--- config.mk ---
export PLATFORM = sky130hd
export DESIGN_NAME = vga_scan_ctl
export DESIGN_NICKNAME = d
export VERILOG_FILES = /design/src/rtl/vga_scan_ctl.sv
export SDC_FILE = /design/constraint.sdc
export NUM_CORES = 1
export LEC_CHECK = 0
export CAP_MARGIN = 20
export CORE_UTILIZATION = 54
export DETAILED_ROUTE_END_ITERATION = 7
export HOLD_SLACK_MARGIN = 0.1
export PLACE_DENSITY = 0.78
export SYNTH_ARGS = -nofsm -noshare
export SYNTH_HDL_FRONTEND = slang
export SYNTH_SLANG_ARGS = --single-unit
--- constraint.sdc ---
create_clock -name clk -period 2.92 [get_ports clk]
set_clock_uncertainty 0.2 [all_clocks]
set_input_delay 0.584 -clock clk [delete_from_list [all_inputs] [get_ports clk]]
set_output_delay 0.584 -clock clk [all_outputs]
set_load 0.01 [all_outputs]
--- src/rtl/vga_scan_ctl.sv ---
// rtl/vga_scan_ctl.sv - gmem scan-out controller: VGA timing, 2x upscale addressing, read-latency alignment
module vga_scan_ctl #(
    parameter int H_ACTIVE    = 640,
    parameter int H_FP        = 16,
    parameter int H_SYNC      = 96,
    parameter int H_BP        = 48,
    parameter int V_ACTIVE    = 480,
    parameter int V_FP        = 10,
    parameter int V_SYNC      = 2,
    parameter int V_BP        = 33,
    parameter int CLK_DIV     = 2,
    parameter int SCALE_SHIFT = 1,
    parameter int ADDR_W      = 17,
    parameter int COLOR_W     = 8,
    parameter bit SYNC_POL    = 1'b0,
    parameter int RD_LAT      = 2
) (
    input  logic               clk,
    input  logic               rst,
    input  logic               en,
    output logic [ADDR_W-1:0]  vgactl_addr,
    input  logic [COLOR_W-1:0] vgactl_dat,
    output logic [COLOR_W-1:0] pix,
    output logic               hsync,
    output logic               vsync,
    output logic               de,
    output logic               frame_start,
    output logic               vblank
);

    localparam int H_TOTAL = H_ACTIVE + H_FP + H_SYNC + H_BP;
    localparam int V_TOTAL = V_ACTIVE + V_FP + V_SYNC + V_BP;
    localparam int H_W     = $clog2(H_TOTAL);
    localparam int V_W     = $clog2(V_TOTAL);
    localparam int DIV_W   = (CLK_DIV > 1) ? $clog2(CLK_DIV) : 1;
    localparam int FB_W    = H_ACTIVE >> SCALE_SHIFT;

    localparam logic [DIV_W-1:0]  DIV_LAST   = DIV_W'(CLK_DIV - 1);
    localparam logic [H_W-1:0]    H_LAST     = H_W'(H_TOTAL - 1);
    localparam logic [H_W-1:0]    H_ACT_C    = H_W'(H_ACTIVE);
    localparam logic [H_W-1:0]    HS_BEG     = H_W'(H_ACTIVE + H_FP);
    localparam logic [H_W-1:0]    HS_END     = H_W'(H_ACTIVE + H_FP + H_SYNC - 1);
    localparam logic [V_W-1:0]    V_LAST     = V_W'(V_TOTAL - 1);
    localparam logic [V_W-1:0]    V_ACT_C    = V_W'(V_ACTIVE);
    localparam logic [V_W-1:0]    VS_BEG     = V_W'(V_ACTIVE + V_FP);
    localparam logic [V_W-1:0]    VS_END     = V_W'(V_ACTIVE + V_FP + V_SYNC - 1);
    localparam logic [V_W-1:0]    SCALE_MASK = V_W'((1 << SCALE_SHIFT) - 1);
    localparam logic [ADDR_W-1:0] FB_W_A     = ADDR_W'(FB_W);

    // Scan position and the framebuffer row base that tracks (v >> SCALE_SHIFT) * FB_W.
    logic [DIV_W-1:0]  div_cnt;
    logic [H_W-1:0]    h_cnt;
    logic [V_W-1:0]    v_cnt;
    logic [ADDR_W-1:0] row_base;

    logic              tick;
    logic              h_wrap;
    logic              v_wrap;
    logic [V_W-1:0]    v_next;
    logic              row_step;

    // Counter-domain decode of the current scan position.
    logic              act_c;
    logic              hs_c;
    logic              vs_c;
    logic              vb_c;
    logic              fs_c;
    logic [ADDR_W-1:0] addr_c;

    // Flags delayed by 1+RD_LAT clocks so they line up with vgactl_dat.
    logic [RD_LAT:0]   act_p;
    logic [RD_LAT:0]   hs_p;
    logic [RD_LAT:0]   vs_p;
    logic [RD_LAT:0]   vb_p;
    logic [RD_LAT:0]   fs_p;

    // Pixel tick and wrap conditions; the row base only steps when the scaled row changes.
    always_comb begin
        tick     = en && (div_cnt == DIV_LAST);
        h_wrap   = (h_cnt == H_LAST);
        v_wrap   = (v_cnt == V_LAST);
        v_next   = v_cnt + 1'b1;
        row_step = ((v_next & SCALE_MASK) == '0) && (v_next < V_ACT_C);
    end

    // Divider, horizontal/vertical counters and incremental row base; en=0 parks everything at (0,0).
    always_ff @(posedge clk) begin
        if (rst || !en) begin
            div_cnt  <= '0;
            h_cnt    <= '0;
            v_cnt    <= '0;
            row_base <= '0;
        end else begin
            div_cnt <= tick ? '0 : div_cnt + 1'b1;
            if (tick) begin
                if (h_wrap) begin
                    h_cnt <= '0;
                    if (v_wrap) begin
                        v_cnt    <= '0;
                        row_base <= '0;
                    end else begin
                        v_cnt <= v_next;
                        if (row_step) begin
                            row_base <= row_base + FB_W_A;
                        end
                    end
                end else begin
                    h_cnt <= h_cnt + 1'b1;
                end
            end
        end
    end

    // Timing flags and read address for the current position; all gated by en so a
    // disabled scan produces blank, sync-inactive entries right away.
    always_comb begin
        act_c  = en && (h_cnt < H_ACT_C) && (v_cnt < V_ACT_C);
        hs_c   = en && (h_cnt >= HS_BEG) && (h_cnt <= HS_END);
        vs_c   = en && (v_cnt >= VS_BEG) && (v_cnt <= VS_END);
        vb_c   = en && (v_cnt >= V_ACT_C);
        fs_c   = en && (h_cnt == '0) && (v_cnt == '0) && (div_cnt == '0);
        addr_c = '0;
        if (act_c) begin
            addr_c = row_base + ADDR_W'(h_cnt >> SCALE_SHIFT);
        end
    end

    // Registered gmem read address, zero outside the active area.
    always_ff @(posedge clk) begin
        if (rst) begin
            vgactl_addr <= '0;
        end else begin
            vgactl_addr <= addr_c;
        end
    end

    // Flag delay line; stage 0 is captured alongside vgactl_addr.
    always_ff @(posedge clk) begin
        if (rst) begin
            act_p <= '0;
            hs_p  <= '0;
            vs_p  <= '0;
            vb_p  <= '0;
            fs_p  <= '0;
        end else begin
            act_p <= {act_p[RD_LAT-1:0], act_c};
            hs_p  <= {hs_p[RD_LAT-1:0], hs_c};
            vs_p  <= {vs_p[RD_LAT-1:0], vs_c};
            vb_p  <= {vb_p[RD_LAT-1:0], vb_c};
            fs_p  <= {fs_p[RD_LAT-1:0], fs_c};
        end
    end

    // Output registers: pixel data meets its delayed flags here.
    always_ff @(posedge clk) begin
        if (rst) begin
            pix         <= '0;
            de          <= 1'b0;
            hsync       <= ~SYNC_POL;
            vsync       <= ~SYNC_POL;
            frame_start <= 1'b0;
            vblank      <= 1'b0;
        end else begin
            pix         <= act_p[RD_LAT] ? vgactl_dat : '0;
            de          <= act_p[RD_LAT];
            hsync       <= hs_p[RD_LAT] ? SYNC_POL : ~SYNC_POL;
            vsync       <= vs_p[RD_LAT] ? SYNC_POL : ~SYNC_POL;
            frame_start <= fs_p[RD_LAT];
            vblank      <= vb_p[RD_LAT];
        end
    end

endmodule
==> results_dict.tcl <==
set metrics [dict create \
    status "complete, no violations" \
    synth_largest_area_cell "dfxtp_1" \
    yosys.cell_count.top_type "dfxtp_1" \
    synthesis.nets 359 \
    dr.first_iter.drc_count 119 \
    cts_max_level 3 \
    grt_pass1_vias 2402 \
    drive_gt1_share_pct 9.02 \
    nFillCells 443 \
    setup_viol 0 \
    slowest_delay_ns 0.45 \
    rows 27 \
    fin_util_pct 69.0 \
    synth-edff-count 0 \
    p_leak_nw 1.35 \
    critPathMaxFanout 16 \
    grt_util_all_layers_pct 21.8 \
    slowest_stage "dfxtp_1" \
    die_area_sq_mm 0.00616 \
    synth_ff_type "dfxtp_1" \
    viasPerCell 5.40 \
    combPwrFrac_pct 2.9 \
    hp-class "flip-flop to flip-flop" \
    timing.critical_path.required_ns 2.96 \
    min-delay-start "vs_p[2]$_SDFF_PP0_" \
    path_class "flip-flop to flip-flop" \
    min_period_over_period_pct 84.5 \
    hold_viol_final 0 \
    swShare_pct 22.5 \
    vias 2486 \
    coreArea_sq_mm 0.00557 \
    antenna_cells 0 \
    cts_buffer_depth 2 \
    r2r_cells 7 \
    startpoint_type "flip-flop" \
    io_buffers 40 \
    fp.dieW_microns 78.5 \
    hold_depth 1 \
    crit_chain "ha_1 -> nand2_1 -> or3_1 -> a221o_1 -> a31oi_4 -> or4_4 -> a21oi_2" \
    timing.rr.start "v_cnt[1]$_SDFFE_PP0P_" \
    cts_setup_buffers 0 \
    wl_per_cell_microns 13.1 \
    seq_area_frac_synth_pct 48.8 \
    firstDrtPassIters 4 \
    maxCapViolations 0 \
    report.final.slew_viol_count 0 \
    yosysTopAreaCellShare_pct 48.8 \
    synthCells 338 \
    overflow 0 \
    final_cells 460 \
    pwr-share-seq_pct 54.9 \
    p_per_area_mw_per_mm2 501 \
    synth_cell_types 47 \
    whs_endpoint "vsync$_SDFF_PP1_" \
    synthTopCellsByArea "dfxtp_1 (49%), nor2_1 (4.3%), xor2_1 (4.2%)" \
    netlist_top_cells_count "dfxtp_1 (77), nor2_1 (36), nand2_1 (20)" \
    p_int_w 0.00149 \
    cts.sinks 77 \
    antenna_found_initial 0 \
    regArea_sq_mm 0.00154 \
    start_util_pct 56.7 \
    place_inst 444 \
    ys_ff_latch 77 \
    cts_root_buf "clkbuf_8" \
    dpl.hpwl_mm 4.33 \
    antenna_left 0 \
    rr_endpoint "row_base[12]$_SDFFE_PP0P_" \
    layout_min_cycle_time_ns 2.47 \
    syn2layout_area_growth_pct 21.7 \
    p_sw_w 0.000433 \
    place.gp.congestion 0.814 \
    grt_max_degree 17 \
    dieHeight_microns 78.5 \
    end_kind "flip-flop" \
    syn_area_sq_mm 0.00316 \
    cts_resized 0 \
    irDropWorstVdd_mv 0.387 \
    cp.arrival_ns 2.50 \
    numCtsBuffers 9 \
    cp_top_family "compound AO/OA/AOI/OAI gates" \
    r2r_slack_ns 0.45 \
    yosys_warnings 0 \
    synthArstFlopShare_pct 0 \
    synth_area_per_cell_sq_um 9.35 \
    maxSlewHeadroom_pct 65.9 \
    grt_first_pass_wirelength_mm 10.5 \
    tightest_slew_ns 0.507 \
    fin_nets 404 \
    cts_tree "done" \
    path_buf_inv 0 \
    drc_errors 0 \
    fin_setup_tns_ns 0 \
    io_pins 41 \
    rsz0062_at_grt "no" \
    max_freq_mhz 405 \
    clk_pin_slew_ns 0.08 \
    routed_wl_mm 6.01 \
    p_clk_share_pct 42.2 \
    clk_latency_ns 0.35 \
    ctsHoldBuffers 0 \
    multi_input_area_sq_mm 0.00151 \
]
[placed cells by master (no fill, tap or decap), drive strengths merged, types with 2 or more instances in the layout]
cell type      instances
clkbuf                 9
nor2b                 18
o31ai                  3
o2111ai                3
buf                    9
and2                  13
nand3                 16
or3                   11
nor2                  36
inv                   12
nor4                   4
and4                   3
and3                   4
o211ai                 5
xor2                  15
nand4                 10
a21oi                 10
or4                    3
clkinv                 2
ha                    10
xnor2                 14
nor3                   4
or2                    2
o21ai                 18
dfxtp                 77
clkdlybuf4s50         40
nand2                 20
nand2b                 4
[metrics by stage]
step / instance area (sq um) / setup WS, ns / hold slack [ns] / total power, W
after floorplan: 3160 / 0.669 / 0.156 / 0.00111
after global placement: 3640 / 0.171 / 0.158 / 0.00114
after detailed placement: 3640 / 0.142 / 0.161 / 0.00114
after CTS: 3840 / 0.452 / 0.172 / 0.00195
after global routing: 3840 / 0.266 / 0.188 / 0.00200
final: 3840 / 0.454 / 0.178 / 0.00193
[metal layers]
metal	share of wire (%)	track usage (%)	vias up
li1	-	-	1253
met1	45	25.3	1163
met2	49	36.4	62
met3	4.7	6.86	8
met4	1.3	10.0	0
met5	0	0	-
[worst max path at each step]
stage | from | to | slack [ns] | cells past startpoint
after CTS | v_cnt[1]$_SDFFE_PP0P_ | row_base[12]$_SDFFE_PP0P_ | 0.45 | 7
final | v_cnt[1]$_SDFFE_PP0P_ | row_base[12]$_SDFFE_PP0P_ | 0.45 | 7
after global routing | v_cnt[1]$_SDFFE_PP0P_ | row_base[10]$_SDFFE_PP0P_ | 0.27 | 7
after global placement | en | row_base[12]$_SDFFE_PP0P_ | 0.17 | 5
after detailed placement | en | row_base[12]$_SDFFE_PP0P_ | 0.14 | 5
after floorplan | v_cnt[0]$_SDFFE_PP0P_ | row_base[15]$_SDFFE_PP0P_ | 0.67 | 8
[flip-flops by register name, summed over array words and instances, names as in the netlist]
signal and cells:
act_p 3, de 1, div_cnt 1, frame_start 1, fs_p 3, h_cnt 10
hs_p 3, hsync 1, pix 8, row_base 11, v_cnt 10, vb_p 3
vblank 1, vgactl_addr 17, vs_p 3, vsync 1
[cell families (layout without fill, tap and decap cells)]
group | count (synthesis) | count (layout) | share of synthesized area (%)
buf+inv | 23 | 73 | 3.33
flops | 77 | 77 | 48.8
simple gates | 150 | 150 | 25.6
other cells | 1 | 1 | 0.119
compound gates | 47 | 47 | 9.86
xor+xnor | 29 | 29 | 8.04
fa+ha+maj | 10 | 10 | 3.96
mux | 1 | 1 | 0.317
[power by group through the flow]
stage | Sequential [W] | Clock [W] | Combinational, W
detailed placement | 0.00108 | 0 | 0.0000549
CTS | 0.00106 | 0.000835 | 0.0000556
floorplan | 0.00108 | 0 | 0.0000223
global route | 0.00106 | 0.000880 | 0.0000605
finish | 0.00106 | 0.000812 | 0.0000553
global placement | 0.00108 | 0 | 0.0000545
[cell type report]
class,instances,area share [%]
Clock buffer,9,3.22
Clock inverter,7,2.05
Inverter,8,0.781
Multi-Input combinational cell,238,39.3
Sequential cell,77,40.1
Tap cell,72,2.34
Timing Repair Buffer,49,12.2
[worst reg2reg max path, delay by kind of cell, from the launching register on]
kind	cells	cell delay (ns)
AOI/OAI and AO/OA	3	0.84
DFF	1	0.45
adders and majority gates	1	0.24
and+or+nand+nor	3	0.64
Power figures use the tool's default switching activity.
